--- src/rtl/wb_port.sv ---
// wb_port: writeback-side driver of the DLX register file's single write port.
//
// Two completion streams share the one write port:
//   - ALU results arrive with no backpressure. If a result cannot reach the
//     port at once it is held in a DEPTH-entry FIFO.
//   - Load results use a valid/ready handshake.
// A refused load is forced to win arbitration after MAX_WAIT refusals.
// When no result is granted the port drives Rd = 0, so the write lands on r0.
//
// Ports:
//   clk, reset          clock and synchronous active-high reset
//   alu_valid/rd/data   ALU completion stream
//   alu_stall           FIFO full; the pipeline must hold alu_valid low
//   mem_valid/rd/data   load completion stream
//   mem_ready           load accepted this cycle (combinational grant)
//   Rd, reg_in          registered register-file write index and data
//   overflow            sticky flag: a push into a full FIFO was dropped
//   pending_mask        (WB_PENDING_EN only) registered mask of destination
//                       registers held in the FIFO or on the current Rd
//
// Optional feature macro: WB_PENDING_EN
module wb_port #(
    parameter int XLEN     = 32,
    parameter int DEPTH    = 4,
    parameter int MAX_WAIT = 3
) (
    input  logic            clk,
    input  logic            reset,
    input  logic            alu_valid,
    input  logic [4:0]      alu_rd,
    input  logic [XLEN-1:0] alu_data,
    output logic            alu_stall,
    input  logic            mem_valid,
    input  logic [4:0]      mem_rd,
    input  logic [XLEN-1:0] mem_data,
    output logic            mem_ready,
    output logic [4:0]      Rd,
    output logic [XLEN-1:0] reg_in,
`ifdef WB_PENDING_EN
    output logic [31:0]     pending_mask,
`endif
    output logic            overflow
);
    localparam int PW = $clog2(DEPTH);
    localparam int CW = PW + 1;
    localparam int WW = $clog2(MAX_WAIT + 2);

    logic [4:0]      fifo_rd_r   [DEPTH];
    logic [XLEN-1:0] fifo_data_r [DEPTH];
    logic [PW-1:0]   rd_ptr_r, wr_ptr_r;
    logic [CW-1:0]   count_r;
    logic [WW-1:0]   wait_cnt_r;
    logic [4:0]      rd_r;
    logic [XLEN-1:0] data_r;
    logic            overflow_r;

    logic            fifo_empty_s, fifo_full_s;
    logic            alu_live_s, mem_live_s, alu_cand_s;
    logic            mem_win_s, head_win_s, direct_win_s;
    logic            push_s, push_ok_s, ovf_s, pop_s, mem_ready_s;
    logic [PW-1:0]   rd_ptr_nxt_s, wr_ptr_nxt_s;
    logic [CW-1:0]   count_nxt_s;
    logic [WW-1:0]   wait_nxt_s;
    logic [4:0]      rd_nxt_s;
    logic [XLEN-1:0] data_nxt_s;

    // Arbitration between the FIFO head, the incoming ALU result and the load,
    // plus the FIFO bookkeeping that follows from the grant.
    always_comb begin
        fifo_empty_s = (count_r == CW'(0));
        fifo_full_s  = (count_r == CW'(DEPTH));
        // Results aimed at r0 are never real candidates; reset masks all inputs.
        alu_live_s   = !reset && alu_valid && (alu_rd != 5'd0);
        mem_live_s   = !reset && mem_valid && (mem_rd != 5'd0);
        alu_cand_s   = !fifo_empty_s || alu_live_s;
        mem_win_s    = mem_live_s && (!alu_cand_s || (wait_cnt_r == WW'(MAX_WAIT)));
        head_win_s   = !reset && !mem_win_s && !fifo_empty_s;
        direct_win_s = !mem_win_s && fifo_empty_s && alu_live_s;
        // A live ALU result that did not go straight to the port must be queued.
        push_s       = alu_live_s && !direct_win_s;
        push_ok_s    = push_s && !fifo_full_s;
        ovf_s        = push_s && fifo_full_s;
        pop_s        = head_win_s;
        // Loads to r0 are acknowledged and discarded without using the port.
        mem_ready_s  = !reset && mem_valid && ((mem_rd == 5'd0) || mem_win_s);

        rd_nxt_s   = 5'd0;
        data_nxt_s = '0;
        if (mem_win_s) begin
            rd_nxt_s   = mem_rd;
            data_nxt_s = mem_data;
        end else if (head_win_s) begin
            rd_nxt_s   = fifo_rd_r[rd_ptr_r];
            data_nxt_s = fifo_data_r[rd_ptr_r];
        end else if (direct_win_s) begin
            rd_nxt_s   = alu_rd;
            data_nxt_s = alu_data;
        end else begin
            rd_nxt_s   = 5'd0;
            data_nxt_s = '0;
        end

        rd_ptr_nxt_s = pop_s ? (rd_ptr_r + PW'(1)) : rd_ptr_r;
        wr_ptr_nxt_s = push_ok_s ? (wr_ptr_r + PW'(1)) : wr_ptr_r;
        case ({push_ok_s, pop_s})
            2'b10:   count_nxt_s = count_r + CW'(1);
            2'b01:   count_nxt_s = count_r - CW'(1);
            default: count_nxt_s = count_r;
        endcase

        if (!mem_valid || mem_ready_s) begin
            wait_nxt_s = WW'(0);
        end else if (wait_cnt_r != WW'(MAX_WAIT)) begin
            wait_nxt_s = wait_cnt_r + WW'(1);
        end else begin
            wait_nxt_s = wait_cnt_r;
        end
    end

    // State update: FIFO storage and pointers, load wait counter, port registers.
    always_ff @(posedge clk) begin
        if (reset) begin
            rd_ptr_r   <= '0;
            wr_ptr_r   <= '0;
            count_r    <= '0;
            wait_cnt_r <= '0;
            rd_r       <= 5'd0;
            data_r     <= '0;
            overflow_r <= 1'b0;
        end else begin
            if (push_ok_s) begin
                fifo_rd_r[wr_ptr_r]   <= alu_rd;
                fifo_data_r[wr_ptr_r] <= alu_data;
            end
            rd_ptr_r   <= rd_ptr_nxt_s;
            wr_ptr_r   <= wr_ptr_nxt_s;
            count_r    <= count_nxt_s;
            wait_cnt_r <= wait_nxt_s;
            rd_r       <= rd_nxt_s;
            data_r     <= data_nxt_s;
            if (ovf_s) begin
                overflow_r <= 1'b1;
            end
        end
    end

    assign alu_stall = fifo_full_s;
    assign mem_ready = mem_ready_s;
    assign Rd        = rd_r;
    assign reg_in    = data_r;
    assign overflow  = overflow_r;

`ifdef WB_PENDING_EN
    logic [31:0]   pend_nxt_s;
    logic [31:0]   pend_r;
    logic [PW-1:0] idx_s;
    logic [4:0]    ent_s;

    // Destination mask of the FIFO contents and Rd as they will stand after this edge.
    always_comb begin
        pend_nxt_s = 32'd0;
        idx_s      = '0;
        ent_s      = 5'd0;
        for (int k = 0; k < DEPTH; k++) begin
            if (CW'(k) < count_nxt_s) begin
                idx_s = rd_ptr_nxt_s + PW'(k);
                // The slot being written this cycle is not yet in storage.
                if (push_ok_s && (idx_s == wr_ptr_r)) begin
                    ent_s = alu_rd;
                end else begin
                    ent_s = fifo_rd_r[idx_s];
                end
                pend_nxt_s[ent_s] = 1'b1;
            end else begin
                pend_nxt_s = pend_nxt_s;
            end
        end
        pend_nxt_s[rd_nxt_s] = 1'b1;
        pend_nxt_s[0]        = 1'b0;
    end

    // Registered pending mask.
    always_ff @(posedge clk) begin
        if (reset) begin
            pend_r <= 32'd0;
        end else begin
            pend_r <= pend_nxt_s;
        end
    end

    assign pending_mask = pend_r;
`endif

endmodule

--- config.mk ---
export PLATFORM = sky130hd
export DESIGN_NAME = wb_port
export DESIGN_NICKNAME = d
export VERILOG_FILES = /design/src/rtl/wb_port.sv
export SDC_FILE = /design/constraint.sdc
export NUM_CORES = 1
export LEC_CHECK = 0
export CORE_MARGIN = 2
export CORE_UTILIZATION = 57
export CTS_BUF_LIST = sky130_fd_sc_hd__clkbuf_16
export CTS_CLUSTER_SIZE = 30
export DETAILED_ROUTE_END_ITERATION = 10
export PLACE_DENSITY = 0.86
export SKIP_LAST_GASP = 1
export SYNTH_ARGS = -nofsm -noshare
export SYNTH_HDL_FRONTEND = slang
export SYNTH_SLANG_ARGS = --single-unit
export TNS_END_PERCENT = 50
--- constraint.sdc ---
create_clock -name clk -period 8.8 [get_ports clk]
set_input_delay 0.88 -clock clk [delete_from_list [all_inputs] [get_ports clk]]
set_output_delay 0.88 -clock clk [all_outputs]
set_load 0.005 [all_outputs]
==> results_dict.tcl <==
set metrics [dict create \
    critPathMaxFanout 41 \
    grt_max_degree 54 \
    final_cell_count_no_fill 787 \
    rsz0062_at_grt "false" \
    regArea_sq_mm 0.00545 \
    finalHoldViolCount 0 \
    dp.cells 755 \
    dp_hpwl_um 11000 \
    finalSetupViolations 0 \
    clk_latency_ns 0.44 \
    leakage_nw 3.29 \
    max_stage_delay_ns 0.96 \
    netlist_area_sq_mm 0.00809 \
    syn_area_per_cell_sq_um 16.3 \
    power.density_mw_per_mm2 194 \
    drt-total-wl_um 19900 \
    synth_top_family_by_area "multiplexers" \
    status "finished, final reports clean" \
    start_util 0.583 \
    synth-xor-area-share 0.00216 \
    vias 5240 \
    synthMuxAreaShare 0.109 \
    die_area_sq_mm 0.0152 \
    cts.sinks 198 \
    worstHoldStart "wait_cnt_r[0]" \
    crit_chain "clkdlybuf4s50_1 -> or4_1 -> o21ai_4 -> or3_4 -> and2_1 -> ha_1 -> fa_1 -> xnor2_1 -> or3_1 -> a21oi_1" \
    routedWlPerCell_um 25.3 \
    numCtsBuffers 17 \
    start_kind "primary input" \
    ys.flop_type "edfxtp_1" \
    synth_cells 496 \
    area_growth_pct 22.8 \
    antenna_found_initial 0 \
    overflow 0 \
    max-cap-violations 0 \
    p_sw_frac 0.210 \
    crit_arrival_ns 4.79 \
    drtAntennaViolNets 0 \
    path_buf_inv 1 \
    p_switching_w 0.000404 \
    required_ns 9.17 \
    finClkSkew_ns 0.00740 \
    synth_top_area_cell "edfxtp_1" \
    worst_setup_path_end_kind "flop" \
    hold_path_class "flop to flop" \
    portBuffers 117 \
    antenna_cells 0 \
    slew_viol_final 0 \
    drc 0 \
    multiInputGateArea_sq_mm 0.00244 \
    grt_usage 0.278 \
    synthArstFlopShare 0 \
    synth-simple-area-share 0.0673 \
    cts_max_level 4 \
    max_slew_margin 0.171 \
    fp-row-count 43 \
    grt_pass1_wl_um 30400 \
    dr.pass1.iters 7 \
    gp_congestion 0.825 \
    fmax_ghz 0.226 \
    core_sq_mm 0.0139 \
    period_minus_slack_ns 4.42 \
    min_period_over_period 0.502 \
    ir_drop_uv 116 \
    syn_nets 582 \
    hold_buffers 0 \
    clock-root-buffer "clkbuf_16" \
    cts_resized 0 \
    clkPwrFrac 0.406 \
    crit_slowest_cell "o21ai_4" \
    power_frac_seq 0.528 \
    ys_types 41 \
    grt_pass1_vias 5569 \
    synth_area_leaders "edfxtp_1 55%, dfxtp_1 12%, mux4_2 10%" \
    drive_gt1_frac 0.175 \
    final_common_cell "edfxtp_1" \
    drt-initial-drc-count 647 \
    ys_warn_count 0 \
    nFillCells 871 \
    synth_edf_count 148 \
    crit_start "mem_rd[3]" \
    synth_compound_area_frac 0.107 \
    cts_tree "done" \
    fin_tns_setup_ns 0 \
    cts_setup_buffers 0 \
    r2r_start "count_r[2]" \
    comb_power_share 0.066 \
    yosys.area.top_type_share 0.549 \
    critical_path.top_delay_family "simple AND/OR/NAND/NOR gates" \
    die_h_um 123 \
    synth-seq-cells 198 \
    synth-adder-area-share 0.0133 \
    die_w_um 123 \
    vias_per_cell 6.66 \
    synth_seq_area_share 0.673 \
    tightest_slew_ns 1.24 \
    layout_common_cells "148 x edfxtp_1, 116 x clkdlybuf4s50_1, 48 x dfxtp_1" \
    clk_path_buf_depth 2 \
    cts.clk_slew.worst_paths_ns 0.07 \
    io_pins 118 \
    crit_type "primary input to flop" \
    finalNetCount 680 \
    internal-power_w 0.00152 \
]
==> per-layer routing <==
metal	up-vias	track usage	wire length, um	share of wire
met3	35	0.0627	1760	0.088
met1	2679	0.368	7620	0.38
li1	2229	-	-	-
met2	297	0.453	10200	0.51
met5	-	0	0	0
met4	0	0.105	364	0.018
==> through the flow <==
step / power (W) / instance area [sq um] / util / hold slack (ns) / setup WS, ns
finish: 0.00192 / 9940 / 0.716 / 0.458 / 4.38
global route: 0.00197 / 9940 / 0.716 / 0.462 / 4.20
CTS: 0.00193 / 9940 / 0.716 / 0.456 / 4.44
detailed placement: 0.00116 / 9350 / 0.674 / 0.448 / 3.97
global placement: 0.00116 / 9350 / 0.674 / 0.416 / 4.22
floorplan: 0.00108 / 8090 / - / 0.408 / 5.22
==> cell usage after synthesis, types with 3 or more instances <==
cell type / number
nor2_1: 48
or3_1: 3
edfxtp_1: 148
mux4_2: 37
a221oi_2: 19
mux2i_1: 3
dfxtp_1: 50
buf_6: 3
ha_1: 7
nor4_1: 4
and3_1: 32
a221oi_1: 18
inv_1: 7
a41oi_1: 32
nand3_1: 3
buf_2: 9
a32oi_1: 3
o21ai_0: 3
a21oi_1: 5
clkbuf_1: 30
and2_1: 7
==> kinds of logic after synthesis <==
kind of cell | after synthesis
simple gates | 106
buf+inv | 51
fa+ha+maj | 8
xor+xnor | 2
mux | 42
flops | 198
compound gates | 89
==> final timing paths <==
check,to,slack [ns],depth (start not counted)
max,count_r[2],4.38,10
min,wait_cnt_r[0],0.46,1
max reg2reg,count_r[2],5.38,9
min reg2reg,wait_cnt_r[0],0.46,1
==> state kept, by name (all words and copies together), names as in the netlist, named ones only <==
| name | cells |
|---|---|
| Rd | 5 |
| count_r | 3 |
| fifo_data_r | 128 |
| fifo_rd_r | 20 |
| overflow | 1 |
| rd_ptr_r | 2 |
| reg_in | 32 |
| wait_cnt_r | 3 |
| wr_ptr_r | 2 |
==> power by group through the flow <==
stage          registers, W  logic [W]  clock network, W
6_report            0.00102   0.000127          0.000781
5_1_grt             0.00102   0.000134          0.000815
4_1_cts             0.00102   0.000126          0.000783
3_5_place_dp        0.00104   0.000124                 0
3_3_place_gp        0.00104   0.000120                 0
2_1_floorplan       0.00104  0.0000445                 0
==> cell type report <==
cell class / instances / share of cell area
Timing Repair Buffer: 123 / 0.122
Multi-Input combinational cell: 247 / 0.246
Sequential cell: 198 / 0.548
Inverter: 7 / 0.00264
Clock inverter: 15 / 0.0164
Clock buffer: 17 / 0.0428
Tap cell: 180 / 0.0227
Note: power is estimated with default switching activity, not from simulation.
